--- config.mk ---
export PLATFORM = sky130hd
export DESIGN_NAME = uart_tx_arb
export DESIGN_NICKNAME = d
export VERILOG_FILES = /design/src/rtl/uart_tx_arb.sv
export SDC_FILE = /design/constraint.sdc
export NUM_CORES = 1
export LEC_CHECK = 0
export ABC_AREA = 1
export CAP_MARGIN = 20
export CORE_AREA = 2 2 61 63
export CTS_CLUSTER_DIAMETER = 100
export CTS_CLUSTER_SIZE = 14
export DETAILED_ROUTE_END_ITERATION = 10
export DIE_AREA = 0 0 63 65
export GPL_ROUTABILITY_DRIVEN = 0
export PLACE_DENSITY = 0.82
export SYNTH_ARGS = -nofsm -noshare
export SYNTH_HDL_FRONTEND = slang
export SYNTH_SLANG_ARGS = --single-unit
--- constraint.sdc ---
create_clock -name i_clk -period 3.6 [get_ports i_clk]
set_input_delay 0.72 -clock i_clk [delete_from_list [all_inputs] [get_ports i_clk]]
set_output_delay 0.72 -clock i_clk [all_outputs]
set_load 0.02 [all_outputs]
--- src/rtl/uart_tx_arb.sv ---
// uart_tx_arb: round-robin arbiter that shares one uart_tx between several
// word sources. A winning source is accepted with a one-cycle ready pulse, its
// word is latched and sent with a single send pulse, optionally preceded by a
// tag word carrying the source index. The arbiter then waits for uart_tx to
// report the frame done before it accepts the next word.
module uart_tx_arb #(
    parameter int p_NUM_REQ  = 4,
    parameter int p_WORD_LEN = 8,
    parameter int p_TAG_EN   = 0
) (
    input  logic                              i_clk,
    input  logic                              i_rst_n,
    input  logic [p_NUM_REQ-1:0]              i_req_valid,
    input  logic [p_NUM_REQ*p_WORD_LEN-1:0]   i_req_data,
    output logic [p_NUM_REQ-1:0]              o_req_ready,
    output logic                              o_send_en,
    output logic [p_WORD_LEN-1:0]             o_send_data,
    input  logic                              i_send_rdy,
    output logic                              o_busy,
    output logic [$clog2(p_NUM_REQ)-1:0]      o_grant_id
);

    localparam int IDX_W  = $clog2(p_NUM_REQ);
    localparam int CAND_W = IDX_W + 1;
    localparam logic [CAND_W-1:0] NUM_REQ_C = CAND_W'(p_NUM_REQ);
    localparam logic [IDX_W-1:0]  LAST_INIT = IDX_W'(p_NUM_REQ - 1);

    // Configurations that cannot work are rejected at elaboration time.
    generate
        if (p_NUM_REQ < 2) begin : g_badNumReq
            $error("uart_tx_arb: p_NUM_REQ must be at least 2");
        end
        if ((p_TAG_EN != 0) && (IDX_W > p_WORD_LEN)) begin : g_badTagWidth
            $error("uart_tx_arb: source index does not fit in a tag word");
        end
    endgenerate

    typedef enum logic [2:0] {
        S_IDLE,
        S_TAG,
        S_WAIT_TAG,
        S_DATA,
        S_WAIT_DATA
    } StateT;

    StateT                 state_q;
    logic [IDX_W-1:0]      last_q;
    logic [IDX_W-1:0]      grant_q;
    logic [p_WORD_LEN-1:0] word_q;
    logic [p_WORD_LEN-1:0] sendData_q;
    logic                  sendEn_q;
    logic                  busy_q;
    logic                  firstWait_q;

    logic [IDX_W-1:0]      winner;
    logic                  anyValid;
    logic [CAND_W-1:0]     cand;
    logic [p_WORD_LEN-1:0] winnerData;
    logic [p_WORD_LEN-1:0] tagWord;
    logic                  accept;

    // Round-robin search: first valid source after the previous winner, with wrap.
    always_comb begin
        winner   = '0;
        anyValid = 1'b0;
        cand     = '0;
        for (int i = 1; i <= p_NUM_REQ; i++) begin
            cand = {1'b0, last_q} + CAND_W'(i);
            if (cand >= NUM_REQ_C) begin
                cand = cand - NUM_REQ_C;
            end
            if (!anyValid && i_req_valid[cand[IDX_W-1:0]]) begin
                anyValid = 1'b1;
                winner   = cand[IDX_W-1:0];
            end
        end
    end

    // Select the winning source's word from the packed data bus.
    always_comb begin
        winnerData = '0;
        for (int k = 0; k < p_NUM_REQ; k++) begin
            if (winner == IDX_W'(k)) begin
                winnerData = i_req_data[k*p_WORD_LEN +: p_WORD_LEN];
            end
        end
    end

    // The tag word is the winner index zero-extended to a full word.
    generate
        if (IDX_W < p_WORD_LEN) begin : g_tagPad
            assign tagWord = {{(p_WORD_LEN-IDX_W){1'b0}}, winner};
        end else begin : g_tagFit
            assign tagWord = winner[p_WORD_LEN-1:0];
        end
    endgenerate

    // A word is taken only while idle, out of reset, with uart_tx ready.
    assign accept = i_rst_n && (state_q == S_IDLE) && anyValid && i_send_rdy;

    // Ready goes only to the winner and only in the accept cycle.
    always_comb begin
        o_req_ready = '0;
        if (accept) begin
            o_req_ready[winner] = 1'b1;
        end
    end

    // Arbiter FSM with registered send/busy/grant outputs. Send pulses are
    // launched on the transition into S_TAG/S_DATA so they last one cycle, and
    // the first cycle of each wait state is skipped because uart_tx has not yet
    // reacted to the pulse.
    always_ff @(posedge i_clk) begin
        if (!i_rst_n) begin
            state_q     <= S_IDLE;
            last_q      <= LAST_INIT;
            grant_q     <= '0;
            word_q      <= '0;
            sendData_q  <= '0;
            sendEn_q    <= 1'b0;
            busy_q      <= 1'b0;
            firstWait_q <= 1'b0;
        end else begin
            sendEn_q   <= 1'b0;
            sendData_q <= '0;
            case (state_q)
                S_IDLE: begin
                    if (accept) begin
                        word_q   <= winnerData;
                        grant_q  <= winner;
                        last_q   <= winner;
                        busy_q   <= 1'b1;
                        sendEn_q <= 1'b1;
                        if (p_TAG_EN != 0) begin
                            state_q    <= S_TAG;
                            sendData_q <= tagWord;
                        end else begin
                            state_q    <= S_DATA;
                            sendData_q <= winnerData;
                        end
                    end
                end
                S_TAG: begin
                    state_q     <= S_WAIT_TAG;
                    firstWait_q <= 1'b1;
                end
                S_WAIT_TAG: begin
                    if (firstWait_q) begin
                        firstWait_q <= 1'b0;
                    end else if (i_send_rdy) begin
                        state_q    <= S_DATA;
                        sendEn_q   <= 1'b1;
                        sendData_q <= word_q;
                    end
                end
                S_DATA: begin
                    state_q     <= S_WAIT_DATA;
                    firstWait_q <= 1'b1;
                end
                S_WAIT_DATA: begin
                    if (firstWait_q) begin
                        firstWait_q <= 1'b0;
                    end else if (i_send_rdy) begin
                        state_q <= S_IDLE;
                        busy_q  <= 1'b0;
                    end
                end
                default: begin
                    state_q     <= S_IDLE;
                    busy_q      <= 1'b0;
                    firstWait_q <= 1'b0;
                end
            endcase
        end
    end

    assign o_send_en   = sendEn_q;
    assign o_send_data = sendData_q;
    assign o_busy      = busy_q;
    assign o_grant_id  = grant_q;

endmodule
==> impl_metrics.env <==
export IMPL_status="completed"
export IMPL_ant_nets=0
export IMPL_slowest_stage="clkdlybuf4s50_1"
export IMPL_post_cts_setup_buffer_count=0
export IMPL_worstPathArrival_ns=2.47
export IMPL_final_cell_area_um2=2235
export IMPL_top_layer="met4"
export IMPL_layout_setup_ws_ns=0.4141
export IMPL_vias_per_cell=4.772
export IMPL_peakVddDrop_mv=0.2367
export IMPL_timing_hold_ws_ns=0.4747
export IMPL_fmax_ghz=0.3139
export IMPL_ctsHoldBuffers=0
export IMPL_cts_reportedPaths_clkPinSlew_ns=0.14
export IMPL_insertion_delay_ns=0.32
export IMPL_met1_length_um=1606
export IMPL_io_buffers=54
export IMPL_die_area_um2=4095
export IMPL_syn_area_um2=1561
export IMPL_worstPathRequired_ns=2.88
export IMPL_core_rowCount=22
export IMPL_slew_headroom_pct=57.23
export IMPL_critPathKind="primary input to output pin"
export IMPL_finalClockSkew_ns=0.002697
export IMPL_place_hpwl_um=2880
export IMPL_ys_ff_latch=26
export IMPL_dr_pass1_iters=4
export IMPL_worstHoldPathType="flip-flop to flip-flop"
export IMPL_n_antenna_cell=0
export IMPL_hold_violations=0
export IMPL_initial_core_util_pct=44.67
export IMPL_rsz0062_at_grt="false"
export IMPL_yosys_warnings=0
export IMPL_syn_inst=239
export IMPL_grt_pass1_wl_um=6154
export IMPL_stdcell_count=346
export IMPL_wl_met2_um=1723
export IMPL_maxCapViolCount=0
export IMPL_core_area_um2=3496
export IMPL_cts_sinks=26
export IMPL_period_needed_ns=3.186
export IMPL_grt_pass1_vias=1494
export IMPL_dr_wl_met3_um=246
export IMPL_max_stage_delay_ns=0.48
export IMPL_grt_max_degree=24
export IMPL_worst_pin_slew_ns=0.6409
export IMPL_numCtsBuffers=3
export IMPL_cts_tree="yes"
export IMPL_worstSetupEndpointType="output pin"
export IMPL_post_place_ws_ns=0.02107
export IMPL_syn_area_per_cell_um2=6.533
export IMPL_io_pins=55
export IMPL_routedWlPerCell_um=10.39
export IMPL_htreeDepth=1
export IMPL_placed_area_um2=2172
export IMPL_dpl_cell_count=342
export IMPL_post_route_period_util_pct=88.50
export IMPL_antenna_found_initial=0
export IMPL_die_h_um=65
export IMPL_area_growth_pct=43.11
export IMPL_root_buffer="clkbuf_4"
export IMPL_crit_chain="clkdlybuf4s50_1, inv_1, nand2_1, nand2_1, o21ai_2, nand3b_1, nand4_4, inv_2, nand2_1, nor2_1, dlymetal6s2s_1"
export IMPL_overflow=0
export IMPL_cp_start_kind="primary input"
export IMPL_drive_gt1_share_pct=15.10
export IMPL_tns_ns=0
export IMPL_clk_path_buf_depth=2
export IMPL_grt_use_total_pct=18.57
export IMPL_setup_viol=0
export IMPL_crit_top_cell="nand2_1"
export IMPL_syn_num_nets=278
export IMPL_ys_types=27
export IMPL_drv_slew=0
export IMPL_leakagePower_nw=1.054
export IMPL_routed_wl_um=3594
export IMPL_vias=1651
export IMPL_ctsResizeCount=0
export IMPL_drt_iter0_markers=69
export IMPL_drcViolationCount=0
export IMPL_num_nets_final=338
export IMPL_cellPowerDensity_nw_per_um2=471.6
export IMPL_die_w_um=63
export IMPL_crit_fanout=6
export IMPL_yosysSeqAreaShare_pct=33.33
[state kept, by name, indices dropped and copies added (netlist names)]
register / flops
o_send_data: 8
word_q: 8
state_q: 3
last_q: 2
o_grant_id: 2
firstWait_q: 1
o_busy: 1
o_send_en: 1
[logic make-up after synthesis]
| kind of cell | after synthesis | synth area share [%] |
|---|---|---|
| simple gates | 155 | 47.68 |
| buf+inv | 28 | 8.173 |
| flops | 26 | 33.33 |
| compound gates | 30 | 10.82 |
[stage by stage]
step	power [W]	util, %
3_3_place_gp	0.0008558	62.13
6_report	0.001054	63.92
2_1_floorplan	0.0007101	-
5_1_grt	0.001131	63.92
4_1_cts	0.001060	63.64
3_5_place_dp	0.0008625	62.13
[cell usage after synthesis]
master    count  share of area, %
nand2_4       4               2.9
o21ai_0       2              0.64
nand4_1       1              0.40
o21ai_2       1              0.56
inv_2         6               1.4
nor2_1       29               7.0
nand3_1      15               4.8
nand3_2       2               1.3
buf_6         2               1.4
nand2_2       9               3.6
dfxtp_1      26                33
buf_2         1              0.32
a21oi_1      22               7.1
o211ai_1      3               1.4
inv_4         1              0.40
nand3b_1      4               1.9
inv_1        15               3.6
clkbuf_1      2              0.48
nand4_4       1               1.4
o21ai_1       1              0.32
nand2_1      77                19
nor3_1        4               1.3
o211ai_2      1              0.80
nor2_4        2               1.4
or2_2         6               2.4
buf_4         1              0.48
nand4_2       1              0.80
[power by group]
| group | total, W | switching, W | leakage (nW) | internal (W) |
|---|---|---|---|---|
| Combinational | 0.000510 | 0.000298 | 0.814 | 0.000212 |
| Clock | 0.000200 | 0.0000879 | 0.0279 | 0.000113 |
| Sequential | 0.000344 | 0.0000220 | 0.212 | 0.000322 |
[worst paths after layout]
path	depth (start not counted)	end	startpoint	slack (ns)
max	11	o_req_ready[3]	i_req_valid[1]	0.41
min reg2reg	2	word_q[5]	word_q[5]	0.47
min	2	word_q[5]	word_q[5]	0.47
max reg2reg	15	o_send_data[4]	last_q[0]	1.36
[routing by layer]
metal / vias to the layer above / global-route usage, %
met5: - / 0
met4: 0 / 3.333
met3: 4 / 6.076
met2: 44 / 32.98
met1: 724 / 21.97
li1: 879 / -
[cells in the final DEF, fill, tap and decap left out, drive strengths merged]
master	synthesis	layout
nand2	90	90
clkdlybuf4s50	0	50
nor2	31	31
dfxtp	26	26
a21oi	22	22
inv	22	22
nand3	17	17
buf	4	7
or2	6	6
nand3b	4	4
nor3	4	4
dlymetal6s2s	0	4
o211ai	4	4
o21ai	4	4
clkbuf	2	3
nand4	3	3
bufinv	0	1
[worst max-delay path, delay by kind of cell]
kind	cells	cell delay, ns
AOI/OAI and AO/OA	1	0.19
and+or+nand+nor	6	0.65
buffers and inverters	4	0.90
[layout make-up]
cell class | instances | area, um2
clock inverters | 1 | 30.03
multi-input cells | 185 | 913.4
flip-flops and latches | 26 | 520.5
inverters | 22 | 85.08
fillers | 325 | 1261
well taps | 48 | 60.06
repair buffers | 61 | 603.1
clock buffers | 3 | 22.52
(Power assumes the default switching activity.)
